<file path="config.mk">
export PLATFORM = sky130hd
export DESIGN_NAME = double_buffer_array
export DESIGN_NICKNAME = d
export VERILOG_FILES = /design/src/rtl/vpu_pkg.sv /design/src/rtl/buffer_bank.sv /design/src/rtl/double_buffer_array.sv
export SDC_FILE = /design/constraint.sdc
export NUM_CORES = 1
export LEC_CHECK = 0
export BUFFER_PORTS_ARGS = -buffer_cell sky130_fd_sc_hd__buf_2
export CORE_ASPECT_RATIO = 1.5
export CORE_MARGIN = 5
export CORE_UTILIZATION = 45
export DETAILED_ROUTE_END_ITERATION = 8
export PLACE_DENSITY = 0.81
export SYNTH_ARGS = -nofsm -noshare
export SYNTH_HDL_FRONTEND = slang
export SYNTH_SLANG_ARGS = --single-unit
export TNS_END_PERCENT = 100
</file>
<file path="constraint.sdc">
create_clock -name clk -period 2 [get_ports clk]
set_clock_uncertainty 0.05 [all_clocks]
set_input_delay 0.3 -clock clk [delete_from_list [all_inputs] [get_ports clk]]
set_output_delay 0.3 -clock clk [all_outputs]
set_load 0.01 [all_outputs]
</file>
<file path="src/rtl/vpu_pkg.sv">
// Shared constants and lane-vector type for the vector datapath operand staging.
package vpu_pkg;

  localparam int unsigned DATA_WIDTH  = 8;
  localparam int unsigned MATRIX_SIZE = 3;

  typedef logic [MATRIX_SIZE-1:0][DATA_WIDTH-1:0] lane_vec_t;

endpackage : vpu_pkg

</file>
<file path="src/rtl/buffer_bank.sv">
// One bank of MATRIX_SIZE lane registers, written as a whole vector, async active-low clear.
module buffer_bank
  import vpu_pkg::*;
#(
  parameter int unsigned DATA_WIDTH  = vpu_pkg::DATA_WIDTH,
  parameter int unsigned MATRIX_SIZE = vpu_pkg::MATRIX_SIZE
) (
  input  logic                              clk,
  input  logic                              rst,
  input  logic                              wr_en,
  input  logic [DATA_WIDTH*MATRIX_SIZE-1:0] data_in_flat,
  output logic [DATA_WIDTH*MATRIX_SIZE-1:0] data_out_flat
);

  logic [MATRIX_SIZE-1:0][DATA_WIDTH-1:0] lanes;

  for (genvar i = 0; i < int'(MATRIX_SIZE); i++) begin : g_lane
    always_ff @(posedge clk or negedge rst) begin
      if (!rst) begin
        lanes[i] <= '0;
      end else if (wr_en) begin
        lanes[i] <= data_in_flat[i*DATA_WIDTH +: DATA_WIDTH];
      end
    end
  end

  assign data_out_flat = lanes;

endmodule : buffer_bank

</file>
<file path="src/rtl/double_buffer_array.sv">
// Ping-pong operand store: loads go to the inactive bank, a swap flips which bank drives the output.
module double_buffer_array
  import vpu_pkg::*;
#(
  parameter int unsigned DATA_WIDTH  = vpu_pkg::DATA_WIDTH,
  parameter int unsigned MATRIX_SIZE = vpu_pkg::MATRIX_SIZE
) (
  input  logic                              clk,
  input  logic                              rst,
  input  logic                              load_en,
  input  logic                              swap_buffers,
  input  logic [DATA_WIDTH*MATRIX_SIZE-1:0] data_in_flat,
  output logic [DATA_WIDTH*MATRIX_SIZE-1:0] data_out_flat,
  output logic                              active_sel
);

  localparam int unsigned FLAT_W = DATA_WIDTH * MATRIX_SIZE;

  logic              sel;
  logic [1:0]        wr_en;
  logic [FLAT_W-1:0] bank_data [2];

  // A bank is written only while it is the inactive one (sampled before any swap at the same edge).
  for (genvar b = 0; b < 2; b++) begin : g_bank
    assign wr_en[b] = load_en & (sel != 1'(b));

    buffer_bank #(
      .DATA_WIDTH  (DATA_WIDTH),
      .MATRIX_SIZE (MATRIX_SIZE)
    ) u_bank (
      .clk           (clk),
      .rst           (rst),
      .wr_en         (wr_en[b]),
      .data_in_flat  (data_in_flat),
      .data_out_flat (bank_data[b])
    );
  end

  always_ff @(posedge clk or negedge rst) begin
    if (!rst) begin
      sel <= 1'b0;
    end else if (swap_buffers) begin
      sel <= ~sel;
    end
  end

  // Unregistered so a swap is visible in the cycle right after its edge.
  assign data_out_flat = sel ? bank_data[1] : bank_data[0];
  assign active_sel    = sel;

endmodule : double_buffer_array

</file>
## Word level (Yosys, flattened, before mapping)

Cells that the tools add are included.

| storage, ports and cells | value |
|---|---|
| register bits after elaboration | 49 |
| input bits | 28 |
| word-level logic and storage cells | 11 |

| cells by class | value |
|---|---|
| mux-type cells | 1 |
| bitwise gates (word level) | 3 |

Operator list:

| kind | count |
|---|---|
| 24-bit two-way mux | 1 |
| 1-bit AND | 2 |
| 1-bit NOT | 1 |

## Longest topological paths before layout

| depth | value |
|---|---|
| depth after elaboration | 2 |
| depth in mapped cells | 5 |
| depth with buffers taken out | 2 |

## Modules after synthesis

Synthesis repeated with hierarchy kept, for this count alone.

| unflattened totals | value |
|---|---|
| cells, all modules | 133 |
| area total of the unflattened synthesis | 2,421.1 um2 |

By module, submodules not included:

| module | times used | cells each | area an instance (um2) | sequential area each (um2) |
|---|---|---|---|---|
| buffer_bank | 2 | 51 | 997.2 | 600.6 |
| double_buffer_array | 1 | 31 | 426.7 | 25.0 |

## Least setup slack after synthesis

OpenSTA, ideal clock, no wires.

| timing path | value |
|---|---|
| path type | register to output |
| from | register sel, in the netlist active_sel |
| to | output data_out_flat[11] |
| arrival | 1,120 ps |
| required time | 1,650 ps |
| path slack | 530 ps |
| cell stages (with the launch flop) | 4 |
| path through | dfrtp_1 > buf_6 > buf_2 > mux2_2 |

| on the way | value |
|---|---|
| cells in the longest elaborated chain, start to end | 1 |

RTL lines:

| element | line | text |
|---|---|---|
| start: declaration | double_buffer_array.sv:19 | `logic sel;` |
| start signal: assignment | double_buffer_array.sv:43 | `sel <= ~sel;` |
| 24-bit two-way mux | double_buffer_array.sv:48 | `assign data_out_flat = sel ? bank_data[1] : bank_data[0];` |
| end: declaration | double_buffer_array.sv:13 | `output logic [DATA_WIDTH*MATRIX_SIZE-1:0] data_out_flat,` |

No other way between the ends.

## Worst setup path after layout

| timing path | value |
|---|---|
| from | register sel, in the netlist active_sel |
| to | output data_out_flat[22] |

Same word-level chain as after synthesis.

==> impl_results.rst <==
.. list-table::
   :header-rows: 1

   * - Metric
     - Value
   * - LEAKAGE
     - 0.00124 uW
   * - Fraction of the cycle the final worst path needs
     - 92.7%
   * - Register clock-pin slew on the reported worst setup and hold paths
     - 80 ps
   * - Data required time of the critical path
     - 1650 ps
   * - Resized Gates After CTS
     - 0
   * - Number of routed nets with antenna violations
     - 0
   * - Number of violations reported at the end of detailed-routing iteration 0
     - 35
   * - Final net count
     - 221
   * - Startpoint class of the critical path
     - flop
   * - Ratio of cells with drive above 1 in the final layout
     - 72.7%
   * - Initial Util
     - 46.0%
   * - Dpl ws
     - 464 ps
   * - TritonCTS sink count
     - 49
   * - Total negative slack for setup checks
     - 0 ps
   * - Element type at the critical path end
     - output pin
   * - Library cell used as clock root buffer
     - sky130_fd_sc_hd__clkbuf_8
   * - Max clock buf depth
     - 2
   * - Number of standard cells in the final layout excluding fillers
     - 260
   * - Maximum number of pins on one net before global-route repair
     - 27
   * - Net count after synthesis
     - 160
   * - Startpoint of the most critical register-to-register path
     - active_sel$_DFFE_PN0P_
   * - Via density per instance
     - 4.97
   * - Distinct cell type count of the synthesized netlist
     - 8
   * - H-Tree Depth
     - 2
   * - #FFs+latches synth
     - 49
   * - Weighted congestion at the end of routability-driven global placement
     - 0.725
   * - Buffers on Ports
     - 52
   * - Cell count of the worst reg-to-reg path
     - 3
   * - I/O pin cnt
     - 53
   * - Placement row count
     - 31
   * - Sequential area share after synthesis
     - 55.4%
   * - HPWL Detailed
     - 3.13 mm
   * - Syn. warnings
     - 0
   * - Inst Count DP
     - 251
   * - Worst reg2reg endpoint
     - g_bank[1].u_bank.data_out_flat[0]$_DFFE_PN0P_
   * - Final Max Tran Viols
     - 0
   * - Type of the worst setup path
     - flop to output pin
   * - Global-route wire length before repair
     - 6.93 mm
   * - PnR Total Power
     - 4430 uW
   * - Tmin final
     - 1850 ps
   * - Setup repair after global routing missed its margin
     - no
   * - Outcome
     - finished, final reports clean
   * - Total Die Area
     - 6450 um^2
   * - Later-pin clock latency in the skew report
     - 290 ps
   * - Critical path data arrival time
     - 1500 ps
   * - Synthesized cell area
     - 2210 um^2
   * - Largest fanout of any net on the critical path
     - 11
   * - Die Span Y
     - 95.9 um
   * - Total of endpoints with negative setup slack in the final report
     - 0
   * - Overflow left after global routing
     - 0
   * - Max-slew headroom at the worst pin
     - 61.6%
   * - Number of antenna violations at the first check in global routing
     - 0
   * - Slew at the pin with the worst max-slew slack
     - 577 ps
   * - Mean post-synth cell area
     - 16.8 um^2
   * - Total CTS buffers
     - 5
   * - Core Area
     - 4810 um^2
   * - Combined global-route utilization of all metal layers
     - 14.2%
   * - Total number of vias
     - 1292
   * - Post-Route Hold Slack
     - 122 ps
   * - Initial DRT Pass Iterations
     - 3
   * - Vias in the first global route
     - 1499
   * - Average detailed-routed wire length per instance
     - 15.9 um
   * - Total count of hold-check failures in the final report
     - 0
   * - Final WS setup
     - 146 ps
   * - Total wire length
     - 4.13 mm
   * - Die outline width
     - 67.3 um
   * - Cells on Worst Hold Path
     - 2
   * - Worst reg-to-reg setup slack
     - 590 ps
   * - Area Overhead vs Synth
     - 20.1%
   * - Upper clock frequency limit
     - 539 MHz
   * - Number of instances in the synthesized netlist
     - 132
   * - DRC violation count after routing
     - 0
   * - Power density relative to cell area
     - 1670 nW/um^2
   * - Hold_sp
     - swap_buffers
   * - Hold Path Sink
     - active_sel$_DFFE_PN0P_
   * - Hold/Removal Path Class
     - input port to flop
   * - Antenna fix cells
     - 0
   * - CTS tree
     - yes
   * - Max-capacitance violation count
     - 0
   * - Worst VDD drop
     - 757 uV
## power breakdown
part | leakage [uW] | switching (uW) | total [uW] | internal [uW]
sequential | 0.000573 | 265 | 1760 | 1500
clock | 0.0000385 | 304 | 552 | 248
combinational | 0.000632 | 833 | 2110 | 1280
## cells by family after synthesis
group	count (synthesis)	synth area share, %
mux	72	40.0
flops	49	55.4
buf+inv	8	3.50
simple gates	2	0.679
xor+xnor	1	0.396
## critical path, cell delays in order (launching register included)
cell and delay [ps]:
sky130_fd_sc_hd__dfrtp_1 460, sky130_fd_sc_hd__buf_4 250, sky130_fd_sc_hd__mux2_2 350, sky130_fd_sc_hd__buf_2 140
## flip-flops by register name, indices dropped and copies added, names as in the netlist
| signal | count |
|---|---|
| active_sel | 1 |
| g_bank.u_bank.data_out_flat | 48 |
## metrics by stage
step | util, % | cell area (um^2)
finish | 55.3 | 2660
global route | 55.3 | 2660
CTS | 55.3 | 2660
detailed placement | 53.3 | 2560
global placement | 53.3 | 2560
floorplan | - | 2210
## cells in the final DEF, fill, tap and decap left out
master                           n
sky130_fd_sc_hd__xor2_1          1
sky130_fd_sc_hd__dlygate4sd3_1   1
sky130_fd_sc_hd__mux2_4         20
sky130_fd_sc_hd__buf_2          52
sky130_fd_sc_hd__clkinvlp_4      1
sky130_fd_sc_hd__mux2_2         52
sky130_fd_sc_hd__buf_4           8
sky130_fd_sc_hd__nor2b_4         1
sky130_fd_sc_hd__nand2_2         1
sky130_fd_sc_hd__clkbuf_8        5
sky130_fd_sc_hd__clkbuf_1        2
sky130_fd_sc_hd__dfrtp_1        49
sky130_fd_sc_hd__buf_12          1
## layer usage
layer | GRT usage [%] | wire length, um | vias up
li1 | - | - | 592
met1 | 17.3 | 1710 | 657
met2 | 23.7 | 2110 | 38
met3 | 3.86 | 256 | 5
met4 | 5.25 | 51 | 0
met5 | 0 | 0 | -
## cells in the mapped netlist
cell / n / area, um^2
sky130_fd_sc_hd__buf_2: 2 / 10.0
sky130_fd_sc_hd__buf_6: 6 / 67.6
sky130_fd_sc_hd__dfrtp_1: 49 / 1230
sky130_fd_sc_hd__mux2_2: 52 / 586
sky130_fd_sc_hd__mux2_4: 20 / 300
sky130_fd_sc_hd__nand2_2: 1 / 6.26
sky130_fd_sc_hd__nor2b_2: 1 / 8.76
sky130_fd_sc_hd__xor2_1: 1 / 8.76
## repair_timing
action,4_1_cts,5_1_grt
setup buffers,0,0
hold buffers,1,0
endpoints found under the setup margin,0,0
endpoints found under the hold margin,24,0
## worst max path at each step
stage                                      start                end  slack (ps)
final                     active_sel$_DFFE_PN0P_  data_out_flat[22]         150
after global routing      active_sel$_DFFE_PN0P_   data_out_flat[0]          50
after CTS                 active_sel$_DFFE_PN0P_   data_out_flat[7]         130
after detailed placement  active_sel$_DFFE_PN0P_   data_out_flat[7]         460
after global placement    active_sel$_DFFE_PN0P_  data_out_flat[22]         480
after floorplan           active_sel$_DFFE_PN0P_  data_out_flat[11]         530
## layout make-up
cell class / count / area (um^2)
clock buffers: 7 / 76.3
clock inverters: 1 / 7.51
fillers: 438 / 2150
multi-input cells: 75 / 915
flip-flops and latches: 49 / 1230
well taps: 66 / 82.6
repair buffers: 62 / 350
(Power assumes the default switching activity.)
